## src/rtl/ram_arbiter_if.sv

```systemverilog
// Shared-RAM arbiter bus: two requesting masters on one side and the RAM
// read/write ports on the other.
interface ram_arbiter_if #(
  parameter int AWIDTH = 8,
  parameter int DWIDTH = 16
);
  logic              m0_req;
  logic              m0_we;
  logic [AWIDTH-1:0] m0_addr;
  logic [DWIDTH-1:0] m0_wdata;
  logic              m0_gnt;
  logic              m0_rvalid;
  logic [DWIDTH-1:0] m0_rdata;

  logic              m1_req;
  logic              m1_we;
  logic [AWIDTH-1:0] m1_addr;
  logic [DWIDTH-1:0] m1_wdata;
  logic              m1_gnt;
  logic              m1_rvalid;
  logic [DWIDTH-1:0] m1_rdata;

  logic              ram_rd;
  logic              ram_wr;
  logic [AWIDTH-1:0] ram_raddr;
  logic [AWIDTH-1:0] ram_waddr;
  logic [DWIDTH-1:0] ram_wdata;
  logic [DWIDTH-1:0] ram_rdata;

  modport slave (
    input  m0_req, m0_we, m0_addr, m0_wdata,
    input  m1_req, m1_we, m1_addr, m1_wdata,
    input  ram_rdata,
    output m0_gnt, m0_rvalid, m0_rdata,
    output m1_gnt, m1_rvalid, m1_rdata,
    output ram_rd, ram_wr, ram_raddr, ram_waddr, ram_wdata
  );

  modport master (
    output m0_req, m0_we, m0_addr, m0_wdata,
    output m1_req, m1_we, m1_addr, m1_wdata,
    output ram_rdata,
    input  m0_gnt, m0_rvalid, m0_rdata,
    input  m1_gnt, m1_rvalid, m1_rdata,
    input  ram_rd, ram_wr, ram_raddr, ram_waddr, ram_wdata
  );
endinterface

```

## src/rtl/ram_arbiter.sv

```systemverilog
// Two-master arbiter for the shared data RAM: one access per cycle, read data
// steered back to its owner one cycle after the grant.
module ram_arbiter #(
  parameter int AWIDTH       = 8,
  parameter int DWIDTH       = 16,
  parameter int FIXED_PRIO   = 1,
  parameter int STARVE_LIMIT = 4
) (
  input  logic         clk,
  input  logic         rst,
  ram_arbiter_if.slave bus
);

  localparam logic [3:0] LIMIT = 4'(STARVE_LIMIT);

  logic              last_gnt;
  logic [3:0]        starve_cnt;
  logic              rd_pend;
  logic              rd_owner;

  logic              req0;
  logic              req1;
  logic              win1;
  logic              gnt0;
  logic              gnt1;
  logic              acc;
  logic              acc_we;
  logic [AWIDTH-1:0] acc_addr;
  logic [DWIDTH-1:0] acc_wdata;
  logic              rd_go;
  logic              wr_go;

  function automatic logic [3:0] starve_sat_inc(input logic [3:0] cnt);
    return (cnt >= LIMIT) ? LIMIT : cnt + 4'd1;
  endfunction

  // Stage p0: combinational grant and RAM port steering
  always_comb begin
    req0 = bus.m0_req & ~rst;
    req1 = bus.m1_req & ~rst;
    // On conflict: starvation guard in fixed mode, "not last winner" in round-robin
    win1 = (FIXED_PRIO != 0) ? (starve_cnt == LIMIT) : ~last_gnt;
    gnt0 = req0 & ~(req1 & win1);
    gnt1 = req1 & ~(req0 & ~win1);
    acc  = gnt0 | gnt1;

    acc_we    = gnt1 ? bus.m1_we    : bus.m0_we;
    acc_addr  = gnt1 ? bus.m1_addr  : bus.m0_addr;
    acc_wdata = gnt1 ? bus.m1_wdata : bus.m0_wdata;

    rd_go = acc & ~acc_we;
    wr_go = acc & acc_we;
  end

  assign bus.m0_gnt    = gnt0;
  assign bus.m1_gnt    = gnt1;
  assign bus.ram_rd    = rd_go;
  assign bus.ram_wr    = wr_go;
  assign bus.ram_raddr = rd_go ? acc_addr  : '0;
  assign bus.ram_waddr = wr_go ? acc_addr  : '0;
  assign bus.ram_wdata = wr_go ? acc_wdata : '0;

  always_ff @(posedge clk) begin
    if (rst) begin
      last_gnt   <= 1'b1;
      starve_cnt <= 4'd0;
      rd_pend    <= 1'b0;
    end else begin
      if (acc) begin
        last_gnt <= gnt1;
      end
      if (!bus.m1_req || gnt1) begin
        starve_cnt <= 4'd0;
      end else begin
        starve_cnt <= starve_sat_inc(starve_cnt);
      end
      rd_pend <= rd_go;
    end
  end

  // Owner tag only qualifies data, so it needs no reset
  always_ff @(posedge clk) begin
    rd_owner <= gnt1;
  end

  // Stage p1: read response routing
  assign bus.m0_rvalid = rd_pend & ~rd_owner;
  assign bus.m1_rvalid = rd_pend & rd_owner;
  assign bus.m0_rdata  = (rd_pend & ~rd_owner) ? bus.ram_rdata : '0;
  assign bus.m1_rdata  = (rd_pend & rd_owner)  ? bus.ram_rdata : '0;

endmodule

```

## src/flat_wrapper.sv

```systemverilog
// flat-port wrapper written by rule: the top's interface ports become plain ports
module ram_arbiter_flat 
#(
  parameter int AWIDTH       = 8,
  parameter int DWIDTH       = 16,
  parameter int FIXED_PRIO   = 1,
  parameter int STARVE_LIMIT = 4
)
  (clk, rst, bus_m0_req, bus_m0_we, bus_m0_addr, bus_m0_wdata, bus_m1_req, bus_m1_we, bus_m1_addr, bus_m1_wdata, bus_ram_rdata, bus_m0_gnt, bus_m0_rvalid, bus_m0_rdata, bus_m1_gnt, bus_m1_rvalid, bus_m1_rdata, bus_ram_rd, bus_ram_wr, bus_ram_raddr, bus_ram_waddr, bus_ram_wdata);
  ram_arbiter_if #(.AWIDTH(AWIDTH), .DWIDTH(DWIDTH)) bus_i ();
  input  logic clk;
  input  logic rst;
  input wire logic [$bits(bus_i.m0_req)-1:0] bus_m0_req;
  input wire logic [$bits(bus_i.m0_we)-1:0] bus_m0_we;
  input wire logic [$bits(bus_i.m0_addr)-1:0] bus_m0_addr;
  input wire logic [$bits(bus_i.m0_wdata)-1:0] bus_m0_wdata;
  input wire logic [$bits(bus_i.m1_req)-1:0] bus_m1_req;
  input wire logic [$bits(bus_i.m1_we)-1:0] bus_m1_we;
  input wire logic [$bits(bus_i.m1_addr)-1:0] bus_m1_addr;
  input wire logic [$bits(bus_i.m1_wdata)-1:0] bus_m1_wdata;
  input wire logic [$bits(bus_i.ram_rdata)-1:0] bus_ram_rdata;
  output wire logic [$bits(bus_i.m0_gnt)-1:0] bus_m0_gnt;
  output wire logic [$bits(bus_i.m0_rvalid)-1:0] bus_m0_rvalid;
  output wire logic [$bits(bus_i.m0_rdata)-1:0] bus_m0_rdata;
  output wire logic [$bits(bus_i.m1_gnt)-1:0] bus_m1_gnt;
  output wire logic [$bits(bus_i.m1_rvalid)-1:0] bus_m1_rvalid;
  output wire logic [$bits(bus_i.m1_rdata)-1:0] bus_m1_rdata;
  output wire logic [$bits(bus_i.ram_rd)-1:0] bus_ram_rd;
  output wire logic [$bits(bus_i.ram_wr)-1:0] bus_ram_wr;
  output wire logic [$bits(bus_i.ram_raddr)-1:0] bus_ram_raddr;
  output wire logic [$bits(bus_i.ram_waddr)-1:0] bus_ram_waddr;
  output wire logic [$bits(bus_i.ram_wdata)-1:0] bus_ram_wdata;
  assign bus_i.m0_req = bus_m0_req;
  assign bus_i.m0_we = bus_m0_we;
  assign bus_i.m0_addr = bus_m0_addr;
  assign bus_i.m0_wdata = bus_m0_wdata;
  assign bus_i.m1_req = bus_m1_req;
  assign bus_i.m1_we = bus_m1_we;
  assign bus_i.m1_addr = bus_m1_addr;
  assign bus_i.m1_wdata = bus_m1_wdata;
  assign bus_i.ram_rdata = bus_ram_rdata;
  assign bus_m0_gnt = bus_i.m0_gnt;
  assign bus_m0_rvalid = bus_i.m0_rvalid;
  assign bus_m0_rdata = bus_i.m0_rdata;
  assign bus_m1_gnt = bus_i.m1_gnt;
  assign bus_m1_rvalid = bus_i.m1_rvalid;
  assign bus_m1_rdata = bus_i.m1_rdata;
  assign bus_ram_rd = bus_i.ram_rd;
  assign bus_ram_wr = bus_i.ram_wr;
  assign bus_ram_raddr = bus_i.ram_raddr;
  assign bus_ram_waddr = bus_i.ram_waddr;
  assign bus_ram_wdata = bus_i.ram_wdata;
  ram_arbiter #(.AWIDTH(AWIDTH), .DWIDTH(DWIDTH), .FIXED_PRIO(FIXED_PRIO), .STARVE_LIMIT(STARVE_LIMIT)) u_core (.clk(clk), .rst(rst), .bus(bus_i));
endmodule
```

## config.mk

```make
export PLATFORM = sky130hd
export DESIGN_NAME = ram_arbiter_flat
export DESIGN_NICKNAME = d
export VERILOG_FILES = /design/src/rtl/ram_arbiter_if.sv /design/src/rtl/ram_arbiter.sv /design/src/flat_wrapper.sv
export SDC_FILE = /design/constraint.sdc
export NUM_CORES = 1
export LEC_CHECK = 0
export BUFFER_PORTS_ARGS = -buffer_cell sky130_fd_sc_hd__buf_2
export CAP_MARGIN = 20
export CORE_MARGIN = 1
export CORE_UTILIZATION = 40
export DETAILED_ROUTE_END_ITERATION = 10
export PLACE_DENSITY = 0.84
export REMOVE_ABC_BUFFERS = 1
export SYNTH_ARGS = -nofsm -noshare
export SYNTH_HDL_FRONTEND = slang
export SYNTH_SLANG_ARGS = --single-unit
export TNS_END_PERCENT = 1
```

## constraint.sdc

```tcl
create_clock -name clk -period 4 [get_ports clk]
set_input_delay 0.2 -clock clk [delete_from_list [all_inputs] [get_ports clk]]
set_output_delay 0.2 -clock clk [all_outputs]
set_load 0.05 [all_outputs]
```

After elaboration in Yosys (flattened, before gate mapping)
Index checks and enable logic that the tools add are counted.

storage, ports and cells
  word-level logic and storage cells = 37
  bits in writable memories = 0
  ROM bits = 0
  bits in latches = 0
  bits in registers = 6
  memories kept = 0

operators by class
  div/mod/pow operators = 0
  equal/unequal tests = 1
  reductions and logical operators = 4
  bitwise operators = 17
  multipliers = 0
  shifts and indexed selects = 0
  mux-type cells = 9
  $lt $le $gt $ge = 1
  add/subtract/negate cells = 1

operators with widths
  cell                                                                   number
  16-bit 2-to-1 mux                                                      4
  8-bit 2-to-1 mux                                                       3
  1-bit bitwise AND                                                      10
  1-bit inverter                                                         6
  4-bit by 1-bit adder with 4-bit output, second input constant          1
  4-bit by 3-bit equality test with 1-bit output, second input constant  1
  4-bit by 3-bit >= comparator with 1-bit output, second input constant  1
  3-bit 2-to-1 mux                                                       1
  3-bit OR reduction                                                     1
  2-bit OR reduction                                                     1
  1-bit logical NOT                                                      1
  1-bit logical OR                                                       1
  1-bit 2-to-1 mux                                                       1
  1-bit bitwise OR                                                       1

Depth between registers and ports, before layout
Gate-level depths: netlist of run 1.

  word-level depth = 9
  mapped depth = 7
  gate-level depth less buffers = 5

Least setup slack after synthesis of run 1
Ideal clock, no wire load.

  path type = reg-to-output
  start point = register u_core.starve_cnt[0]
  end point = output bus_ram_wdata[10]
  buffers on the path = 1
  slack = 1.524 ns
  arrival = 2.276 ns
  cell stages (with the launch flop) = 7
  required time = 3.800 ns
  cell sequence = dfxtp_1 -> inv_1 -> ha_1 -> nand4b_1 -> nand3_2 -> buf_2 -> o32ai_1

on the way
  word-level cells in the longest chain between the ends = 8

RTL lines
  element                                               RTL line                              RTL
  start: declaration                                    ram_arbiter.sv:17                     logic [3:0] starve_cnt;
  start signal: assignment                              ram_arbiter.sv:75                     starve_cnt <= starve_sat_inc(starve_cnt);
  4-bit by 3-bit equality test with 1-bit output (*)    ram_arbiter.sv:42                     win1 = (FIXED_PRIO != 0) ? (starve_cnt == LIMIT) : ~last_gnt;
  1-bit inverter                                        ram_arbiter.sv:44                     gnt1 = req1 & ~(req0 & ~win1);
  1-bit bitwise AND                                     ram_arbiter.sv:44
  1-bit inverter                                        ram_arbiter.sv:44
  1-bit bitwise AND                                     ram_arbiter.sv:44
  1-bit bitwise OR or 1-bit 2-to-1 mux (tied branches)  ram_arbiter.sv:45, ram_arbiter.sv:47
  1-bit bitwise AND                                     ram_arbiter.sv:52                     wr_go = acc & acc_we;
  16-bit 2-to-1 mux (*)                                 ram_arbiter.sv:61                     assign bus.ram_wdata = wr_go ? acc_wdata : '0;
  end: declaration                                      flat_wrapper.sv:32                    output wire logic [$bits(bus_i.ram_wdata)-1:0] bus_ram_wdata;

Every way passes the cells marked *; elsewhere a longest branch is shown, timed or not.

Worst setup path in the final report of run 1
  start point = register u_core.starve_cnt[0]
  end point = output bus_ram_wdata[6]

Same word-level chain as after synthesis.

==> impl_metrics.py, run 1 <==
metrics = {
    "pwr": {
        "worst_ir_drop_vdd_uv": 115.0,
        "power_density_nw_per_um2": 188.6,
        "p_leak_nw": 1.203,
    },
    "clock_network": {
        "cts_made_buffers": 3,
        "postCtsHoldBufs": 0,
        "post_cts_resized": 0,
        "htree_levels": 1,
        "clkTransAtPathRegs_ps": 40,
        "post_cts_buffers": 0,
        "clockBufferDepth": 2,
        "cts_tree": "built",
        "cts_sinks": 6,
        "clk_latency_ps": 230,
        "clockRootBuffer": "clkbuf_8",
    },
    "setup_path": {
        "crit_fanout": 18,
        "rr_endpoint": "u_core.rd_pend",
        "cp_data_required_time_ps": 3800,
        "ff2ff_setup_slack_ps": 2310,
        "path_class": "reg -> out",
        "r2r-start": "u_core.starve_cnt[0]",
        "arrival_ps": 2270,
        "crit_start": "u_core.starve_cnt[0]",
        "startpoint_type": "flip-flop",
        "end_kind": "primary output",
        "setup.worst_path.end": "bus_ram_wdata[6]",
        "rr_worst_depth": 5,
    },
    "run_status": {
        "status": "finished clean",
    },
    "sta": {
        "max_freq_mhz": 404.5,
        "hold_viol_final": 0,
        "report.final.setup_viol": 0,
        "clock_skew_ps": 0.8030,
        "rsz0062_at_grt": "false",
        "slew_violations": 0,
        "max_slew_margin_pct": 43.86,
        "finalCritPeriodShare_pct": 61.80,
        "period_needed_ps": 2472,
        "setup_tns_ps": 0,
        "worstMarginPinSlew_ps": 840.4,
    },
    "hold_path": {
        "hold_class": "reg -> reg",
    },
    "synthesis": {
        "ys.flop_type": "dfxtp_1",
        "synth-seq-cells": 6,
        "synth_edf_count": 0,
        "async_reset_ff_share_pct": 0,
        "netlist_instances": 213,
        "yosysWarnings": 0,
        "avgSynthCellArea_um2": 6.908,
        "synth_cell_types": 33,
        "synth_area_um2": 1471,
        "ys_seq_area_share_pct": 8.163,
    },
    "die": {
        "fp.dieW_um": 62.65,
        "coreArea_um2": 3442,
        "num_io_pins": 140,
        "initial_core_util_pct": 42.75,
        "rows": 21,
        "dieArea_um2": 3925,
        "die_y_um": 62.65,
    },
    "final_layout": {
        "antenna_cells": 0,
        "drive_above_1_share_pct": 44.11,
        "final_cells": 377,
        "fin_nets": 405,
        "area_growth_syn_to_layout_pct": 45.32,
    },
    "route": {
        "drtAntennaViolNets": 0,
        "wl_per_cell_um": 13.64,
        "via_per_inst": 5.610,
        "num_vias": 2115,
        "firstDrtPassIters": 5,
        "drc": 0,
        "drt_iter0_drc": 74,
        "totalWireLength_mm": 5.142,
    },
    "place": {
        "gp_congestion": 0.8141,
        "place_inst": 373,
        "place_hpwl_mm": 3.887,
        "io_buffers": 139,
    },
    "global_routing": {
        "grt_pass1_wl_mm": 8.335,
        "grt_pass1_vias": 1836,
        "grt_max_degree": 47,
        "antenna_found_initial": 0,
        "grt_remaining_overflow": 0,
        "grtUsageTotal_pct": 25.77,
    },
    "flow_run": {
        "drv_cap": 0,
    },
}
-- sequential cells by signal, summed over array words and instances, names as in the netlist --
signal / cells
u_core.starve_cnt: 4
u_core.rd_owner: 1
u_core.rd_pend: 1
-- synthesized netlist by cell type (2+ instances only) --
| cell type | number | area [um^2] |
|---|---|---|
| clkbuf_1 | 10 | 37.54 |
| inv_1 | 19 | 71.32 |
| dfxtp_1 | 6 | 120.1 |
| and3_1 | 16 | 100.1 |
| buf_6 | 2 | 22.52 |
| a31oi_1 | 16 | 100.1 |
| o211ai_1 | 16 | 120.1 |
| and2_1 | 17 | 106.4 |
| nand4b_1 | 9 | 78.83 |
| ha_1 | 2 | 25.02 |
| o21ai_0 | 2 | 10.01 |
| nand3_1 | 8 | 40.04 |
| and3b_1 | 9 | 78.83 |
| nand3b_1 | 9 | 67.56 |
| a21oi_1 | 3 | 15.01 |
| nand4_1 | 8 | 50.05 |
| nand2b_1 | 17 | 106.4 |
| nand2_1 | 2 | 7.510 |
| buf_2 | 8 | 40.04 |
| o32ai_1 | 18 | 157.7 |
| buf_4 | 4 | 30.03 |
-- cell usage in the layout, fill, tap and decap left out, drive strengths merged --
cell type / synthesis / layout
clkbuf: 11 / 3
dfxtp: 6 / 6
and2: 17 / 17
a31oi: 16 / 16
clkinv: 1 / 1
nand2: 2 / 2
ha: 2 / 2
nand3b: 9 / 9
o21bai: 1 / 1
o21ai: 2 / 2
o32ai: 18 / 18
nor4b: 1 / 1
conb: 1 / 1
buf: 14 / 140
nand2b: 17 / 17
o211ai: 17 / 17
or2: 1 / 1
nand4b: 9 / 9
nor4: 1 / 1
nand3: 9 / 9
nand4: 8 / 8
a21oi: 3 / 3
and3: 16 / 16
nor2: 1 / 1
nor2b: 1 / 1
and3b: 9 / 9
inv: 20 / 20
-- cells by family (layout without fill, tap and decap cells) --
logic type	after synthesis	count (layout)	synth area share, %
and+or+nand+nor	101	101	46.00
AOI/OAI and AO/OA	57	57	29.34
buffers and inverters	46	164	14.54
DFF	6	6	8.164
adders and majority gates	2	2	1.700
other	1	1	0.2549
-- critical path, cell delays in order, from the launching register on --
cell	delay, ps
dfxtp_1	310
inv_1	70
ha_1	220
and3b_1	600
o211ai_4	270
o32ai_1	240
buf_2	330
-- power breakdown --
part	internal (mW)	leakage (nW)	switching (mW)	total [mW]
combinational	0.0736	1.13	0.169	0.243
sequential	0.0624	0.0493	0.00495	0.0674
clock	0.0648	0.0216	0.0281	0.0930
total	0.201	1.20	0.202	0.403
-- cell type report --
class                   instances  area [um^2]
flip-flops and latches          6        120.1
fillers                       347         1304
well taps                      46        57.56
multi-input cells             161         1137
clock buffers                   3        41.29
inverters                      21        78.83
repair buffers                140        703.2
-- routing by layer --
metal | up-vias | GRT usage (%) | share of wire, %
met5 | - | 0 | 0
met4 | 0 | 4.070 | 0.56
met3 | 4 | 6.204 | 8.3
met2 | 114 | 50.68 | 53
met1 | 956 | 27.63 | 38
li1 | 1041 | - | -
-- worst min-delay path by stage --
| stage | start | to | slack (ps) | cells past startpoint |
|---|---|---|---|---|
| 2_1_floorplan | rst | u_core.rd_pend | 320 | 1 |
| 3_3_place_gp | u_core.starve_cnt[0] | u_core.starve_cnt[0] | 440 | 1 |
| 3_5_place_dp | u_core.starve_cnt[0] | u_core.starve_cnt[0] | 450 | 1 |
| 4_1_cts | u_core.starve_cnt[0] | u_core.starve_cnt[0] | 460 | 1 |
| 5_1_grt | u_core.starve_cnt[0] | u_core.starve_cnt[0] | 490 | 1 |
| 6_report | u_core.starve_cnt[0] | u_core.starve_cnt[0] | 450 | 1 |
-- per-stage QoR --
stage	total power [mW]	util, %	worst slack [ps]	area [um^2]	hold WS, ps
floorplan	0.2214	-	1581	1336	315.2
global placement	0.3058	60.71	1810	2090	444.1
detailed placement	0.3095	60.71	1761	2090	450.8
CTS	0.4035	61.90	1547	2131	455.7
global route	0.4268	62.12	1394	2138	490.2
finish	0.4034	62.12	1528	2138	454.5
Power figures use the tool's default switching activity.
==> run 2, diff against run 1 <==
CORE_UTILIZATION = 34   (was 40)
PLACE_DENSITY = 0.76   (was 0.84)
clock period = 2.27 ns   (was 4 ns; I/O delays follow)
==> impl_metrics.py, run 2 (synthesis results as in run 1) <==
metrics = {
    "run_status": {
        "status": "finished clean",
    },
    "final_layout": {
        "antenna_cells": 0,
        "layout_common_cells": "139 x buf_2, 19 x inv_1, 18 x o32ai_1, 17 x nand2b_1, 17 x and2_1",
        "largestRegisters": "u_core.starve_cnt: 4 flops, u_core.rd_owner: 1 flops, u_core.rd_pend: 1 flops",
        "final_area_um2": 2188,
        "fin_nets": 411,
        "final_common_cell": "buf_2",
        "largest_reg_flops": 4,
        "nFillCells": 435,
        "drive_above_1_share_pct": 45.10,
        "regMostFlops": "u_core.starve_cnt",
        "area_growth_syn_to_layout_pct": 48.72,
    },
    "setup_path": {
        "r2r-start": "u_core.starve_cnt[0]",
        "end_kind": "primary output",
        "path_class": "reg -> out",
        "startpoint_type": "flip-flop",
        "critPathBufInv": 2,
        "setup.worst_path.end": "bus_ram_wdata[9]",
        "cp_data_required_time_ps": 2160,
        "rr_worst_depth": 6,
        "crit_chain": "inv_1, ha_1, and3b_1, o211ai_4, o32ai_1, buf_2",
        "ff2ff_setup_slack_ps": 640,
        "worst-path-stages": 6,
        "arrival_ps": 2010,
        "crit_family": "compound AO/OA/AOI/OAI gates",
        "crit_start": "u_core.starve_cnt[0]",
        "max_stage_delay_ps": 450,
        "rr_endpoint": "u_core.rd_pend",
        "crit_fanout": 17,
        "critPathSlowestCell": "o211ai_4",
    },
    "place": {
        "place_ws_ps": 361.2,
        "gp_congestion": 0.8153,
        "place_hpwl_mm": 3.929,
        "io_buffers": 139,
        "place_area_um2": 2140,
    },
    "clock_network": {
        "post_cts_resized": 0,
        "clk_latency_ps": 220,
        "htree_levels": 1,
        "clockRootBuffer": "clkbuf_8",
        "cts_sinks": 6,
        "post_cts_buffers": 0,
        "cts_tree": "built",
        "clockBufferDepth": 2,
        "clkTransAtPathRegs_ps": 40,
        "postCtsHoldBufs": 0,
        "cts_made_buffers": 3,
    },
    "global_routing": {
        "grt_remaining_overflow": 0,
        "grt_pass1_wl_mm": 7.307,
        "grt_pass1_vias": 1778,
        "antenna_found_initial": 0,
        "grtUsageTotal_pct": 20.08,
        "grt_max_degree": 33,
    },
    "die": {
        "rows": 23,
        "initial_core_util_pct": 36.01,
        "die_y_um": 67.79,
        "coreArea_um2": 4086,
        "dieArea_um2": 4595,
        "fp.dieW_um": 67.79,
        "num_io_pins": 140,
    },
    "sta": {
        "hold_viol_final": 0,
        "worstMarginPinSlew_ps": 731.7,
        "period_needed_ps": 2120,
        "rsz0062_at_grt": "false",
        "setup_tns_ps": 0,
        "max_freq_mhz": 471.7,
        "finalCritPeriodShare_pct": 93.39,
        "slew_violations": 0,
        "clock_skew_ps": 1.887,
        "setup_slack_ps": 150.0,
        "report.final.setup_viol": 0,
        "max_slew_margin_pct": 51.22,
    },
    "route": {
        "drtAntennaViolNets": 0,
        "via_per_inst": 5.432,
        "wl_per_cell_um": 13.02,
        "totalWireLength_mm": 5.038,
        "firstDrtPassIters": 4,
        "num_vias": 2102,
        "drc": 0,
        "drt_iter0_drc": 144,
    },
    "pwr": {
        "power_density_nw_per_um2": 323.1,
        "worst_ir_drop_vdd_uv": 177.5,
        "p_leak_nw": 1.231,
        "power_mw": 0.7070,
    },
    "flow_run": {
        "drv_cap": 0,
    },
    "hold_path": {
        "hold_depth": 2,
        "hold_class": "in -> reg",
    },
}
-- run 2: area by class of cell --
cell class              instances  area [um^2]  area share (%)
repair buffers                146        748.2           34.19
flip-flops and latches          6        120.1           5.489
multi-input cells             161         1137           51.97
inverters                      21        78.83           3.602
clock buffers                   3        41.29           1.887
well taps                      50        62.56           2.859
-- run 2: worst min-delay path by stage --
stage | from | end | slack (ps)
after floorplan | rst | u_core.rd_pend | 230
after global placement | u_core.starve_cnt[0] | u_core.starve_cnt[0] | 440
after detailed placement | u_core.starve_cnt[0] | u_core.starve_cnt[0] | 450
after CTS | rst | u_core.rd_pend | 300
after global routing | rst | u_core.rd_pend | 330
final | rst | u_core.rd_pend | 300
-- run 2: metal layers --
metal / vias to the layer above / track usage (%) / part of all wire, %
li1: 1051 / - / -
met4: 0 / 4.688 / 1.2
met2: 111 / 41.34 / 51
met5: - / 0 / 0
met1: 934 / 21.00 / 39
met3: 6 / 2.196 / 9.4
-- run 2: power by group --
part	internal (mW)	switching, mW
Clock	0.114	0.0424
Sequential	0.110	0.00903
Combinational	0.134	0.297
Total	0.358	0.349
-- run 2: stage by stage --
step | util, % | hold WS [ps] | std cells
after global placement | 52.36 | 441.4 | 383
after CTS | 53.37 | 304.4 | 386
after detailed placement | 52.36 | 452.5 | 383
after global routing | 53.55 | 329.2 | 387
final | 53.55 | 303.2 | 387
after floorplan | - | 228.7 | 188
-- run 2: worst register-to-register path, cell delays in order (launching register included) --
cell     delay, ps
dfxtp_1        340
inv_1           50
ha_1           230
and3b_1        290
buf_4          210
o21ai_0        220
o32ai_1        120
